## src/rtl/freq_meter_pkg.sv

```systemverilog
// Shared types and default timing constants for the frequency meter blocks.
// Cycle defaults assume a 50 MHz system clock.
package freq_meter_pkg;

  typedef enum logic [1:0] {
    IDLE,
    SETTLE,
    GATE,
    DONE
  } meter_state_t;

  localparam int unsigned SETTLE_CYCLES_DEF = 5000000;
  localparam int unsigned GATE_CYCLES_DEF   = 50000000;

  function automatic int unsigned max_u(
    input int unsigned a,
    input int unsigned b
  );
    return (a > b) ? a : b;
  endfunction

endpackage

```

## src/rtl/gate_interval_timer.sv

```systemverilog
// Loadable down-counter; done is high while the count sits at zero.
// A load of N-1 gives exactly N cycles until done is seen by the consumer.
module gate_interval_timer #(
  parameter int unsigned WIDTH = 8
) (
  input  logic             clk,
  input  logic             rst,
  input  logic             load,
  input  logic [WIDTH-1:0] load_val,
  output logic             done
);

  logic [WIDTH-1:0] count;

  assign done = (count == '0);

  always_ff @(posedge clk or posedge rst) begin
    if (rst) begin
      count <= '0;
    end else if (load) begin
      count <= load_val;
    end else if (!done) begin
      count <= count - 1'b1;
    end
  end

endmodule

```

## src/rtl/freq_gate_sequencer.sv

```systemverilog
// Settle/gate measurement sequencer: counts synchronized sigIn rising edges
// inside a fixed gate and hands the count out over valid/ready.
module freq_gate_sequencer
  import freq_meter_pkg::*;
#(
  parameter int unsigned SETTLE_CYCLES = SETTLE_CYCLES_DEF,
  parameter int unsigned GATE_CYCLES   = GATE_CYCLES_DEF,
  parameter int unsigned CNT_WIDTH     = 32
) (
  input  logic                 sysClk,
  input  logic                 sysRst,
  input  logic                 start,
  input  logic                 abort,
  input  logic                 sigIn,
  output logic                 busy,
  output logic                 gateOpen,
  output logic                 resultValid,
  input  logic                 resultReady,
  output logic [CNT_WIDTH-1:0] resultCount,
  output logic                 overflow
);

  localparam int unsigned TW =
    $clog2(max_u(SETTLE_CYCLES, GATE_CYCLES) + 1);
  localparam logic [TW-1:0] SETTLE_LOAD = TW'(SETTLE_CYCLES - 1);
  localparam logic [TW-1:0] GATE_LOAD   = TW'(GATE_CYCLES - 1);

  meter_state_t state, state_next;

  logic          tmr_load;
  logic [TW-1:0] tmr_val;
  logic          tmr_done;

  logic cnt_clr;
  logic latch;

  logic sync1, sync2, hist;
  logic strobe;

  logic [CNT_WIDTH-1:0] edge_cnt, cnt_next;
  logic                 ovf_run, ovf_next;

  gate_interval_timer #(
    .WIDTH(TW)
  ) u_timer (
    .clk     (sysClk),
    .rst     (sysRst),
    .load    (tmr_load),
    .load_val(tmr_val),
    .done    (tmr_done)
  );

  assign busy        = (state != IDLE);
  assign gateOpen    = (state == GATE);
  assign resultValid = (state == DONE);

  always_ff @(posedge sysClk or posedge sysRst) begin
    if (sysRst) begin
      sync1 <= 1'b0;
      sync2 <= 1'b0;
      hist  <= 1'b0;
    end else begin
      sync1 <= sigIn;
      sync2 <= sync1;
      hist  <= sync2;
    end
  end

  assign strobe = sync2 & ~hist;

  always_ff @(posedge sysClk or posedge sysRst) begin
    if (sysRst) begin
      state <= IDLE;
    end else begin
      state <= state_next;
    end
  end

  // abort outranks every other exit condition in every busy state
  always_comb begin
    state_next = state;
    tmr_load   = 1'b0;
    tmr_val    = '0;
    cnt_clr    = 1'b0;
    latch      = 1'b0;
    unique case (state)
      IDLE: begin
        if (start && !abort) begin
          state_next = SETTLE;
          tmr_load   = 1'b1;
          tmr_val    = SETTLE_LOAD;
        end
      end
      SETTLE: begin
        if (abort) begin
          state_next = IDLE;
          cnt_clr    = 1'b1;
        end else if (tmr_done) begin
          state_next = GATE;
          tmr_load   = 1'b1;
          tmr_val    = GATE_LOAD;
          cnt_clr    = 1'b1;
        end
      end
      GATE: begin
        if (abort) begin
          state_next = IDLE;
          cnt_clr    = 1'b1;
        end else if (tmr_done) begin
          state_next = DONE;
          latch      = 1'b1;
        end
      end
      DONE: begin
        if (abort) begin
          state_next = IDLE;
          cnt_clr    = 1'b1;
        end else if (resultReady) begin
          state_next = IDLE;
        end
      end
      default: state_next = IDLE;
    endcase
  end

  always_comb begin
    cnt_next = edge_cnt;
    ovf_next = ovf_run;
    if (cnt_clr) begin
      cnt_next = '0;
      ovf_next = 1'b0;
    end else if (gateOpen && strobe) begin
      if (&edge_cnt) begin
        ovf_next = 1'b1;
      end else begin
        cnt_next = edge_cnt + 1'b1;
      end
    end
  end

  // latch uses the next value so a strobe on the last gate cycle is kept
  always_ff @(posedge sysClk or posedge sysRst) begin
    if (sysRst) begin
      edge_cnt    <= '0;
      ovf_run     <= 1'b0;
      resultCount <= '0;
      overflow    <= 1'b0;
    end else begin
      edge_cnt <= cnt_next;
      ovf_run  <= ovf_next;
      if (latch) begin
        resultCount <= cnt_next;
        overflow    <= ovf_next;
      end
    end
  end

endmodule

```

## config.mk

```make
export PLATFORM = sky130hd
export DESIGN_NAME = freq_gate_sequencer
export DESIGN_NICKNAME = d
export VERILOG_FILES = /design/src/rtl/freq_meter_pkg.sv /design/src/rtl/gate_interval_timer.sv /design/src/rtl/freq_gate_sequencer.sv
export SDC_FILE = /design/constraint.sdc
export NUM_CORES = 1
export LEC_CHECK = 0
export ABC_AREA = 1
export CAP_MARGIN = 20
export CORE_UTILIZATION = 59
export CTS_CLUSTER_SIZE = 40
export DETAILED_ROUTE_END_ITERATION = 6
export PLACE_DENSITY = 0.9
export SYNTH_ARGS = -nofsm -noshare
export SYNTH_HDL_FRONTEND = slang
export SYNTH_SLANG_ARGS = --single-unit
```

## constraint.sdc

```tcl
create_clock -name sysClk -period 3.35 [get_ports sysClk]
set_input_delay 0.5025 -clock sysClk [delete_from_list [all_inputs] [get_ports sysClk]]
set_output_delay 0.5025 -clock sysClk [all_outputs]
set_load 0.02 [all_outputs]
```

==> impl_metrics.prom <==
# TYPE chip_impl_metric gauge
chip_impl_info{name="run_status",value="complete, no violations"} 1
chip_impl_metric{name="total_setup_buffers_inserted_after_cts",unit=""} 0
chip_impl_info{name="primary_ff_master_synth",value="sky130_fd_sc_hd__dfrtp_1"} 1
chip_impl_metric{name="portBuffers",unit=""} 41
chip_impl_metric{name="drt_wl_total",unit="µm"} 14300
chip_impl_metric{name="layout-drive-gt1-share",unit="%"} 9.66
chip_impl_info{name="critical_path_launch_point_type",value="flop"} 1
chip_impl_metric{name="min_period_over_period",unit="%"} 70.6
chip_impl_metric{name="synth_seq_cells",unit=""} 97
chip_impl_metric{name="fin_total_pwr",unit="mW"} 3.12
chip_impl_metric{name="multi_input_gate_area_in_the_final_layout",unit="µm²"} 2880
chip_impl_metric{name="routed_via_density",unit=""} 5.54
chip_impl_metric{name="ys_seq_area_share",unit="%"} 42.0
chip_impl_info{name="ws_path_type",value="flop to flop"} 1
chip_impl_metric{name="syn-mean-instance-area",unit="µm²"} 7.35
chip_impl_metric{name="worst_slew_pin_slew",unit="ps"} 830
chip_impl_metric{name="placement_rows",unit=""} 35
chip_impl_metric{name="post_synth_instance_area",unit="µm²"} 5780
chip_impl_metric{name="route.detailed.wl_per_inst",unit="µm"} 15.0
chip_impl_metric{name="synth_enable_flop_cells",unit=""} 0
chip_impl_metric{name="timing.max_cap.violations",unit=""} 0
chip_impl_metric{name="clock.fmax",unit="GHz"} 0.423
chip_impl_metric{name="area_added_between_synthesis_and_finish",unit="%"} 11.7
chip_impl_metric{name="detail_route.first_pass.iterations",unit=""} 5
chip_impl_metric{name="cts.path.max_buffers",unit=""} 2
chip_impl_metric{name="worst_slew_margin_rel",unit="%"} 44.5
chip_impl_info{name="clock_tree_from_tritoncts",value="built"} 1
chip_impl_info{name="grt_busiest_layer",value="met2"} 1
chip_impl_info{name="synthTopCellsByArea",value="sky130_fd_sc_hd__dfrtp_1, sky130_fd_sc_hd__nand2_1, sky130_fd_sc_hd__nor2_1"} 1
chip_impl_metric{name="m3_gr_usage",unit="%"} 5.55
chip_impl_metric{name="layout.filler_cells",unit=""} 804
chip_impl_metric{name="core-area",unit="µm²"} 9370
chip_impl_metric{name="tritoncts.num_buffers",unit=""} 9
chip_impl_metric{name="setup_tns",unit="ps"} 0
chip_impl_metric{name="leakage",unit="nW"} 3.03
chip_impl_metric{name="power.ir.vdd_worst",unit="µV"} 433
chip_impl_metric{name="timing.critical_path.required",unit="ps"} 3650
chip_impl_metric{name="globalRouteMet2Util",unit="%"} 47.5
chip_impl_metric{name="grt_pass1_vias",unit=""} 5083
chip_impl_metric{name="hold_ws",unit="ps"} 363
chip_impl_metric{name="die_w",unit="µm"} 101
chip_impl_metric{name="num_antenna_cells",unit=""} 0
chip_impl_metric{name="hold_buffers",unit=""} 0
chip_impl_metric{name="use_met1",unit="%"} 43.2
chip_impl_metric{name="h-tree-depth",unit=""} 3
chip_impl_metric{name="final_nets",unit=""} 831
chip_impl_metric{name="ys.warnings.count",unit=""} 0
chip_impl_metric{name="tritoncts_sink_count",unit=""} 97
chip_impl_metric{name="initial_core_util",unit="%"} 61.7
chip_impl_info{name="worstHoldPathType",value="flop to flop"} 1
chip_impl_metric{name="routed-via-count",unit=""} 5300
chip_impl_metric{name="critPathArrivalTime",unit="ps"} 2660
chip_impl_metric{name="fin_skew",unit="ps"} 13.5
chip_impl_metric{name="cellPowerDensity",unit="nW/µm²"} 484
chip_impl_info{name="post_synth_top_area_cell",value="sky130_fd_sc_hd__dfrtp_1"} 1
chip_impl_metric{name="antenna_found_initial",unit=""} 0
chip_impl_metric{name="worst_setup_hold_path_clk_slew",unit="ps"} 110
chip_impl_metric{name="seq_area",unit="µm²"} 2430
chip_impl_metric{name="finalHoldViolCount",unit=""} 0
chip_impl_metric{name="clock_latency",unit="ps"} 380
chip_impl_metric{name="number_of_antenna_violating_nets_in_the_routed_design",unit=""} 0
chip_impl_metric{name="design.die.area",unit="µm²"} 10200
chip_impl_info{name="rsz0062_at_grt",value="no"} 1
chip_impl_metric{name="path_max_fanout",unit=""} 28
chip_impl_metric{name="route.detailed.drc",unit=""} 0
chip_impl_metric{name="dp.final_hpwl",unit="µm"} 10500
chip_impl_metric{name="report.final.slew_viol_count",unit=""} 0
chip_impl_metric{name="period_minus_slack",unit="ps"} 2360
chip_impl_info{name="end_kind",value="flop"} 1
chip_impl_metric{name="first_pass_grt_wire_length",unit="µm"} 24300
chip_impl_info{name="synth.most_common_cell",value="sky130_fd_sc_hd__nand2_1"} 1
chip_impl_metric{name="weighted_congestion_reported_at_the_end_of_routability_driven_placement",unit=""} 0.943
chip_impl_metric{name="synth.lib_cells_used.distinct",unit=""} 39
chip_impl_info{name="netlist_top_cells_count",value="sky130_fd_sc_hd__nand2_1, sky130_fd_sc_hd__nor2_1, sky130_fd_sc_hd__dfrtp_1, sky130_fd_sc_hd__inv_1, sky130_fd_sc_hd__nand3_1"} 1
chip_impl_metric{name="ioPinCount",unit=""} 42
chip_impl_metric{name="yosysTopAreaCellShare",unit="%"} 42.0
chip_impl_metric{name="syn_inst",unit=""} 786
chip_impl_metric{name="die_height",unit="µm"} 101
chip_impl_metric{name="detailedRoute.firstIterationViolations",unit=""} 403
chip_impl_metric{name="mappedNetlistNets",unit=""} 794
chip_impl_metric{name="grt_remaining_overflow",unit=""} 0
chip_impl_metric{name="finalSetupViolCount",unit=""} 0
chip_impl_metric{name="track_usage",unit="%"} 30.8
chip_impl_metric{name="maximum_number_of_pins_on_one_net_before_global_route_repair",unit=""} 53
chip_impl_metric{name="resize_count_post_cts",unit=""} 0
chip_impl_info{name="ctsRootBufferMaster",value="sky130_fd_sc_hd__clkbuf_8"} 1
chip_impl_metric{name="postSynth.asyncResetShare",unit="%"} 100
[area by class of cell]
| class | instances | area share (%) |
|---|---|---|
| Multi-Input combinational cell | 583 | 44.7 |
| Sequential cell | 97 | 37.6 |
| Timing Repair Buffer | 45 | 7.02 |
| Inverter | 87 | 5.25 |
| Tap cell | 129 | 2.50 |
| Clock buffer | 9 | 1.92 |
| Clock inverter | 7 | 1.05 |
[registers in the layout (all words and copies together) (netlist names)]
name and count:
edge_cnt 32, u_timer.count 26, ovf_run 1, sync1 1, hist 1, overflow 1
state 2, sync2 1, resultCount 32
[metal layers]
metal,vias to the layer above,routed length [µm]
met2,231,6430
li1,2562,-
met4,2,328
met5,-,37
met1,2474,6530
met3,31,984
[power by group]
| group | internal, mW | leakage [nW] | switching (mW) |
|---|---|---|---|
| logic | 0.290 | 1.66 | 0.579 |
| registers | 1.32 | 1.27 | 0.167 |
| clock network | 0.294 | 0.0966 | 0.473 |
| total | 1.90 | 3.03 | 1.22 |
[through the flow]
step | utilization, % | instances | worst slack (ps) | instance area (µm²)
CTS | 68.9 | 957 | 1020 | 6460
global route | 68.9 | 957 | 803 | 6460
finish | 68.9 | 957 | 986 | 6460
detailed placement | 66.8 | 941 | 875 | 6260
floorplan | - | 786 | 314 | 5780
global placement | 66.8 | 941 | 967 | 6260
[worst paths after layout]
check,start,end,slack [ps],depth (start not counted)
setup / recovery,u_timer.count[0],resultCount[0],990,9
setup reg to reg,u_timer.count[0],resultCount[0],990,9
hold / removal,sync1,sync2,360,0
hold reg to reg,sync1,sync2,360,0
min in group asynchronous,sysRst,resultCount[8],580,2
max in group asynchronous,sysRst,edge_cnt[10],2110,3
[layout by cell type, fill, tap and decap left out, types with 2 or more instances in the layout]
cell	count
sky130_fd_sc_hd__a21oi_1	16
sky130_fd_sc_hd__a21oi_2	2
sky130_fd_sc_hd__and2_1	2
sky130_fd_sc_hd__and3_1	2
sky130_fd_sc_hd__buf_4	3
sky130_fd_sc_hd__clkbuf_8	9
sky130_fd_sc_hd__clkdlybuf4s50_1	41
sky130_fd_sc_hd__dfrtp_1	97
sky130_fd_sc_hd__ha_1	2
sky130_fd_sc_hd__inv_1	78
sky130_fd_sc_hd__inv_2	6
sky130_fd_sc_hd__inv_4	2
sky130_fd_sc_hd__inv_6	3
sky130_fd_sc_hd__inv_8	4
sky130_fd_sc_hd__nand2_1	242
sky130_fd_sc_hd__nand2_2	7
sky130_fd_sc_hd__nand2_4	3
sky130_fd_sc_hd__nand3_1	55
sky130_fd_sc_hd__nand3_2	5
sky130_fd_sc_hd__nand3_4	4
sky130_fd_sc_hd__nand3b_1	5
sky130_fd_sc_hd__nand4_1	36
sky130_fd_sc_hd__nor2_1	121
sky130_fd_sc_hd__nor2_2	12
sky130_fd_sc_hd__nor2_4	9
sky130_fd_sc_hd__nor2_8	2
sky130_fd_sc_hd__nor3_1	8
sky130_fd_sc_hd__nor3_2	2
sky130_fd_sc_hd__o211ai_1	5
sky130_fd_sc_hd__o21ai_0	11
sky130_fd_sc_hd__o21ai_1	3
sky130_fd_sc_hd__o21bai_1	2
sky130_fd_sc_hd__or2_2	3
sky130_fd_sc_hd__xnor2_1	4
sky130_fd_sc_hd__xor2_1	18
[critical path, stage by stage, from the launching register on]
cell                      delay, ps
sky130_fd_sc_hd__dfrtp_1        350
sky130_fd_sc_hd__inv_1          110
sky130_fd_sc_hd__ha_1           260
sky130_fd_sc_hd__nand3_2        140
sky130_fd_sc_hd__nor2_4          70
sky130_fd_sc_hd__nand2_2        110
sky130_fd_sc_hd__nor2_8          80
sky130_fd_sc_hd__o21ai_4        650
sky130_fd_sc_hd__nand3_1        270
sky130_fd_sc_hd__o21ai_0        240
[kinds of logic after synthesis]
| logic type | after synthesis | share of synthesized area, % |
|---|---|---|
| AOI/OAI and AO/OA | 40 | 4.09 |
| xor gates and xnor gates | 22 | 3.33 |
| adders and majority gates | 2 | 0.433 |
| buffers and inverters | 106 | 8.08 |
| DFF | 97 | 42.0 |
| and+or+nand+nor | 519 | 42.1 |
Note: power is estimated with default switching activity, not from simulation.
